[src/rtl/int_sched.sv]
// Machine-level interrupt scheduler: mtime/mtimecmp/msip registers and a REQ/ACK/MRET arbiter.
// Define INT_SCHED_EXT_EN to add the synchronized external interrupt source (MEI).
module int_sched #(
    parameter int unsigned TICK_DIV = 1
) (
    input  logic        clk_i,
    input  logic        rst_i,
    input  logic        reg_wr_en_i,
    input  logic [4:0]  reg_addr_i,
    input  logic [31:0] reg_wdata_i,
    output logic [31:0] reg_rdata_o,
    input  logic        glob_ie_i,
    input  logic [2:0]  mie_i,
`ifdef INT_SCHED_EXT_EN
    input  logic        ext_int_i,
`endif
    input  logic        trap_ack_i,
    input  logic        mret_i,
    output logic        int_req_o,
    output logic [31:0] int_cause_o,
    output logic        int_timer_o,
    output logic [2:0]  mip_o
);

    localparam logic [15:0] PRESC_TC = 16'(TICK_DIV - 1);
    localparam logic [31:0] CAUSE_MSI = 32'h8000_0003;
    localparam logic [31:0] CAUSE_MTI = 32'h8000_0007;
    localparam logic [31:0] CAUSE_MEI = 32'h8000_000B;

    typedef enum logic [1:0] {
        S_IDLE,
        S_REQ,
        S_SERVICE
    } state_e;

    logic [63:0] mtime_q, mtime_d;
    logic [63:0] mtimecmp_q, mtimecmp_d;
    logic        msip_q, msip_d;
    logic [15:0] presc_q, presc_d;
    logic        meip;
    logic        mtip;
    logic [2:0]  elig;
    logic [2:0]  win_src;
    logic [31:0] win_cause;

    state_e      state_q;
    logic        int_req_q;
    logic [31:0] cause_q;
    logic [2:0]  src_q;

    logic        unused_addr;
    assign unused_addr = ^reg_addr_i[1:0];

`ifdef INT_SCHED_EXT_EN
    logic [1:0] ext_sync_q;

    always_ff @(posedge clk_i) begin
        if (rst_i) begin
            ext_sync_q <= 2'b00;
        end else begin
            ext_sync_q <= {ext_sync_q[0], ext_int_i};
        end
    end

    assign meip = ext_sync_q[1];
`else
    assign meip = 1'b0;
`endif

    // A write to either mtime half suppresses the tick and restarts the prescaler.
    always_comb begin
        mtime_d    = mtime_q;
        mtimecmp_d = mtimecmp_q;
        msip_d     = msip_q;
        presc_d    = presc_q;
        if (presc_q == PRESC_TC) begin
            presc_d = 16'd0;
            mtime_d = mtime_q + 64'd1;
        end else begin
            presc_d = presc_q + 16'd1;
        end
        if (reg_wr_en_i) begin
            case (reg_addr_i[4:2])
                3'd0: msip_d = reg_wdata_i[0];
                3'd1: mtimecmp_d[31:0] = reg_wdata_i;
                3'd2: mtimecmp_d[63:32] = reg_wdata_i;
                3'd3: begin
                    mtime_d = {mtime_q[63:32], reg_wdata_i};
                    presc_d = 16'd0;
                end
                3'd4: begin
                    mtime_d = {reg_wdata_i, mtime_q[31:0]};
                    presc_d = 16'd0;
                end
                default: ;
            endcase
        end
    end

    always_ff @(posedge clk_i) begin
        if (rst_i) begin
            mtime_q    <= 64'd0;
            mtimecmp_q <= '1;
            msip_q     <= 1'b0;
            presc_q    <= 16'd0;
        end else begin
            mtime_q    <= mtime_d;
            mtimecmp_q <= mtimecmp_d;
            msip_q     <= msip_d;
            presc_q    <= presc_d;
        end
    end

    always_comb begin
        case (reg_addr_i[4:2])
            3'd0:    reg_rdata_o = {31'd0, msip_q};
            3'd1:    reg_rdata_o = mtimecmp_q[31:0];
            3'd2:    reg_rdata_o = mtimecmp_q[63:32];
            3'd3:    reg_rdata_o = mtime_q[31:0];
            3'd4:    reg_rdata_o = mtime_q[63:32];
            default: reg_rdata_o = 32'd0;
        endcase
    end

    assign mtip  = (mtime_q >= mtimecmp_q);
    assign mip_o = {meip, mtip, msip_q};
    assign elig  = glob_ie_i ? (mip_o & mie_i) : 3'b000;

    // Bit order is {MEI, MTI, MSI}; MSI outranks MTI.
    always_comb begin
        win_src   = 3'b010;
        win_cause = CAUSE_MTI;
        if (elig[2]) begin
            win_src   = 3'b100;
            win_cause = CAUSE_MEI;
        end else if (elig[0]) begin
            win_src   = 3'b001;
            win_cause = CAUSE_MSI;
        end
    end

    always_ff @(posedge clk_i) begin
        if (rst_i) begin
            state_q   <= S_IDLE;
            int_req_q <= 1'b0;
            cause_q   <= 32'd0;
            src_q     <= 3'b000;
        end else begin
            case (state_q)
                S_IDLE: begin
                    if (elig != 3'b000) begin
                        state_q   <= S_REQ;
                        int_req_q <= 1'b1;
                        cause_q   <= win_cause;
                        src_q     <= win_src;
                    end
                end
                S_REQ: begin
                    if (trap_ack_i) begin
                        state_q   <= S_SERVICE;
                        int_req_q <= 1'b0;
                    end else if ((elig & src_q) == 3'b000) begin
                        state_q   <= S_IDLE;
                        int_req_q <= 1'b0;
                    end
                end
                S_SERVICE: begin
                    int_req_q <= 1'b0;
                    if (mret_i) begin
                        state_q <= S_IDLE;
                    end
                end
                default: begin
                    state_q   <= S_IDLE;
                    int_req_q <= 1'b0;
                end
            endcase
        end
    end

    assign int_req_o   = int_req_q;
    assign int_cause_o = cause_q;
    assign int_timer_o = int_req_q && (cause_q == CAUSE_MTI);

endmodule
[config.mk]
export PLATFORM = sky130hd
export DESIGN_NAME = int_sched
export DESIGN_NICKNAME = d
export VERILOG_FILES = /design/src/rtl/int_sched.sv
export SDC_FILE = /design/constraint.sdc
export NUM_CORES = 1
export LEC_CHECK = 0
export CAP_MARGIN = 20
export CORE_MARGIN = 4
export CORE_UTILIZATION = 45
export DETAILED_ROUTE_END_ITERATION = 8
export HOLD_SLACK_MARGIN = 0.02
export PLACE_DENSITY = 0.69
export SYNTH_ARGS = -nofsm -noshare
export SYNTH_HDL_FRONTEND = slang
export SYNTH_SLANG_ARGS = --single-unit
[constraint.sdc]
create_clock -name clk_i -period 2.3 [get_ports clk_i]
set_input_delay 0.575 -clock clk_i [delete_from_list [all_inputs] [get_ports clk_i]]
set_output_delay 0.575 -clock clk_i [all_outputs]
set_load 0.1 [all_outputs]
# Word-level counts from Yosys, hierarchy flattened
# Index checks and enable logic that the tools add are counted.
[classes]
addsub = 2
magnitude_cmp = 1
n_eq_ne = 12
n_mux = 21
bitwise = 2
reduce_logical = 13
[ops]
columns = ["cell", "n"]
rows = [
  ["$pmux 32 s5", 1],
  ["$mux 64", 2],
  ["$pmux 64 s2", 1],
  ["$add 64x1->64 const B", 1],
  ["$ge 64x64->1", 1],
  ["$mux 16", 3],
  ["$eq 32x32->1 const B", 1],
  ["$add 16x1->16 const B", 1],
  ["$logic_not 16->1", 1],
  ["$mux 2", 5],
  ["$reduce_and 2->1", 5],
  ["$mux 3", 3],
  ["$ne 2x2->1 const B", 4],
  ["$eq 3x2->1 const B", 2],
  ["$logic_not 3->1", 2],
  ["$pmux 2 s3", 1],
  ["$mux 4", 1],
  ["$and 2x3->3", 1],
  ["$and 3x3->3", 1],
  ["$eq 3x1->1 const B", 1],
  ["$eq 3x3->1 const B", 1],
  ["$mux 1", 3],
  ["$ne 3x3->1 const B", 1],
  ["$reduce_and 3->1", 1],
  ["7 further kinds", 7],
]
[totals]
ff_bits = 183
in_bits = 46
word_cells = 61

# Depth between registers and ports, before layout
[logic_depth]
ltp_word = 8
mapped_depth = 11
mapped_depth_nobuf = 9

# Worst setup path before layout
# OpenSTA, ideal clock, no wires.
[synth_path]
path_type = "input -> output"
startpoint = "input reg_addr_i[4]"
endpoint = "output reg_rdata_o[11]"
arrival_time_ps = 2284
setup_slack_ps = -559
cell_stages = 5
cell_sequence = "clkbuf_1 nor3b_1 clkbuf_1 a22oi_1 nand2_1"
[synth_via]
elab_chain_cells = 2
elab_cells_between_ends = 6
classes_between = "eq/ne (4); mux (1); reduce/logical (1)"
[synth_rtl]
columns = ["item", "line_no", "rtl"]
rows = [
  ["from (decl)", "9", "input logic [4:0] reg_addr_i,"],
  ["$eq 3x3->1, or another cell as far along", "115", "case (reg_addr_i[4:2])"],
  ["$pmux 32 s5 (*)", "115", ""],
  ["to (decl)", "11", "output logic [31:0] reg_rdata_o,"],
]
# Every way passes the cells marked *; elsewhere a longest branch is shown, timed or not.

# Final worst setup path
[layout_path]
startpoint = "register mtimecmp_q[61]"
endpoint = "output mip_o[1]"
[layout_via]
elab_chain_cells = 1
[layout_rtl]
columns = ["item", "line_no", "rtl"]
rows = [
  ["from (decl)", "37", "logic [63:0] mtimecmp_q, mtimecmp_d;"],
  ["from (signal assigned)", "108", "mtimecmp_q <= mtimecmp_d;"],
  ["$ge 64x64->1", "125", "assign mtip = (mtime_q >= mtimecmp_q);"],
  ["to (decl)", "22", "output logic [2:0] mip_o"],
]
# Every way passes these cells.

==> metrics.yaml <==
status: "complete, but fails checks"
violations: "setup timing"
postCtsHoldBufs: 0
path_cells: "inv_2 -> ha_4 -> nand4_1 -> nor4_2 -> buf_4 -> and3_4 -> nand3_2 -> o221a_4 -> nand2_4 -> buf_12"
cp_num_buf_inv: 3
initial_core_util: 0.462
routedWlPerCell_um: 21.2
combPwrFrac: 0.238
grt_use_total: 0.283
vias_per_cell: 6.23
ctsHtreeMaxLevel: 4
placed_area_um2: 13300
gpl.final_weighted_congestion: 0.954
synth_seq_area_share: 0.308
drive_above_1_share: 0.419
worst_r2r_path_depth: 12
ys.warnings.count: 0
fin_ws_ns: -0.929
min_period_ns: 3.23
fin_cells: 1847
cts_tree: "done"
final-seq-area_um2: 3060
hold_path.class: "in -> reg"
criticalPathCategory: "reg -> out"
syn_area_per_cell_um2: 7.81
post-dp-hpwl_um: 23400
power.density_nw_per_um2: 484
p_int_uw: 5280
critPathMaxFanout: 3
synthCells: 1255
fin_crit_sh: 1.40
synth_edf_count: 0
cts_buffers: 17
relSlewSlack: 0.624
wirelength_um: 39100
yosysUniqueCellTypes: 72
grt_max_degree: 72
endpoint_kind: "output port"
num_rows: 53
final_nets: 1673
arrival_ns: 2.65
r2r_setup_slack_ns: -0.40
num_vias: 11500
fill_cells: 1390
setup_viol: 55
clk_latency_ns: 0.44
seqPwrFrac: 0.360
hp-start: "rst_i"
dp_cells: 1763
dr.pass1.iters: 7
holdPathStages: 2
async_reset_ff_frac: 0
rsz0062_at_grt: "yes"
clkPwrFrac: 0.402
worstMarginPinSlew_ns: 0.550
min_to: "msip_q"
ys_top_cells_by_area: "dfxtp_1, ha_1, a22oi_1"
synth_top_area_cell: "dfxtp_1"
syn_area_um2: 9800
start_kind: "flop"
final_max_slew_viol_count: 0
dieHeight_um: 156
yosysTopAreaCellShare: 0.308
port_buffers: 82
switching_power_uw: 2340
drtAntennaViolNets: 0
synth_flop_cell: "dfxtp_1"
die_width_um: 156
multi_input_area_um2: 7500
core_um2: 21200
clockBufferDepth: 2
antenna_cells: 0
r2r_start: "mtimecmp_q[61]"
vdd_drop_max_v: 0.000522
clockRootBuffer: "clkbuf_16"
final_area_um2: 15700
overflow: 0
ys_ff_latch: 151
grt_antenna_before_repair: 0
p_leak_uw: 0.00667
switching_share: 0.307
drc: 0
dieArea_um2: 24200
cap_viol_max_count: 0
hold_slack_ns: 0.501
fmax_mhz: 310
cts_sinks: 151
final-hold-violation-count: 0
cp_top_family: "simple AND/OR/NAND/NOR gates"
r2r-end: "int_cause_o[1]"
grt_pass1_wl_um: 55300
grt_pass1_vias: 10700
drt-initial-drc-count: 1314
ios: 115
clkSlewWorstSetupHoldPaths_ns: 0.06
fin_worst_skew_ns: 0.0126
worstPathRequired_ns: 1.73
max_stage_delay_ns: 0.40
area.growth.synth_to_final_pct: 60.5
slowest_stage: "nor4_2"
[routing by layer]
metal	vias to the layer above	global-route usage	wire length [um]
met5	-	0	0
met4	0	0.0871	1990
met2	701	0.481	18500
met1	5455	0.368	14800
li1	5163	-	-
met3	184	0.0494	3880
[kinds of logic (layout without fill, tap and decap cells)]
logic type | count (synthesis) | in the layout | share of synthesized area
adder cells (fa/ha/maj) | 67 | 67 | 0.0855
XOR/XNOR | 13 | 13 | 0.0116
other | 1 | 29 | 0.000382
multiplexers | 4 | 4 | 0.00408
AO/OA/AOI/OAI | 392 | 392 | 0.278
AND/OR/NAND/NOR | 433 | 433 | 0.222
buffers and inverters | 194 | 483 | 0.0900
flip-flops | 151 | 151 | 0.308
[layout make-up]
cell class	instances	area share
Multi-Input combinational cell	938	0.477
Timing Repair Buffer	381	0.250
Sequential cell	151	0.194
Clock buffer	24	0.0313
Tap cell	275	0.0219
Inverter	71	0.0169
Clock inverter	7	0.00899
[worst register-to-register path, stage by stage (launching register included)]
cell      delay, ns
dfxtp_2        0.35
inv_2          0.05
ha_4           0.26
nand4_1        0.20
nor4_2         0.41
buf_4          0.18
and3_4         0.18
nand3_2        0.06
o221a_4        0.29
buf_4          0.14
buf_6          0.11
a21bo_4        0.22
a211oi_2       0.19
[worst max path at each step]
stage / startpoint / end / slack, ns / depth (start not counted)
3_3_place_gp: mtimecmp_q[49] / mip_o[1] / -0.55 / 10
4_1_cts: mtimecmp_q[62] / mip_o[1] / -0.84 / 10
5_1_grt: mtimecmp_q[61] / mip_o[1] / -0.97 / 10
6_report: mtimecmp_q[61] / mip_o[1] / -0.93 / 10
3_5_place_dp: mtimecmp_q[49] / mip_o[1] / -0.56 / 10
2_1_floorplan: mtimecmp_q[62] / mip_o[1] / -0.19 / 9
[cell usage after synthesis, drive strengths merged (9+ instances only)]
library cell,n
a22oi,74
nand4,24
a31oi,14
clkbuf,62
dfxtp,151
a211o,63
o21bai,9
nor3,17
a21oi,78
nor4,21
o21ai,60
nand2,111
inv,71
and2,11
and4,10
buf,61
a211oi,25
and3,19
ha,67
nor2,145
nand3,45
or3,9
xor2,10
a311oi,9
[metrics by stage]
stage           util  setup slack (ns)  setup TNS, ns  power, uW
6_report       0.742            -0.929          -6.18       7620
5_1_grt        0.742            -0.971         -13.04       7820
4_1_cts        0.700            -0.836          -3.27       7560
3_5_place_dp   0.626            -0.562         -64.84       4430
3_3_place_gp   0.626            -0.553         -56.58       4410
2_1_floorplan      -            -0.189         -0.241       3850
[timing repair]
| action | 4_1_cts | 5_1_grt |
|---|---|---|
| hold endpoints to repair | 0 | 0 |
| resized for setup | 142 | 176 |
| buffers inserted | 27 | 25 |
| pin swaps | 56 | 149 |
| endpoints found under the setup margin | 86 | 105 |
| gates cloned | 5 | 4 |
[cell usage in the layout (no fill, tap or decap), types with 38 or more instances in the layout]
cell type        synthesis  final
a21oi_1                 78     59
nor2_1                 144    142
dfxtp_1                151    128
buf_6                    1     38
buf_12                   0     58
a211o_1                 63     63
a22oi_2                  0     62
clkdlybuf4s50_1          0     38
nand2_1                111     72
buf_4                   34    239
inv_1                   71     65
ha_1                    67     58
[registers in the layout, indices dropped and copies added (netlist names)]
register / flops
src_q: 1
mtimecmp_q: 64
state_q: 2
mtime_q: 64
int_req_o: 1
int_cause_o: 2
presc_q: 16
msip_q: 1
[power by group through the flow]
stage / Sequential (uW) / Combinational [uW] / Clock [uW]
3_5_place_dp: 2790 / 1640 / 0
5_1_grt: 2750 / 1890 / 3180
2_1_floorplan: 2810 / 1040 / 0
6_report: 2750 / 1810 / 3060
3_3_place_gp: 2790 / 1620 / 0
4_1_cts: 2740 / 1730 / 3080
No activity file was read; power rests on OpenSTA's default activity.
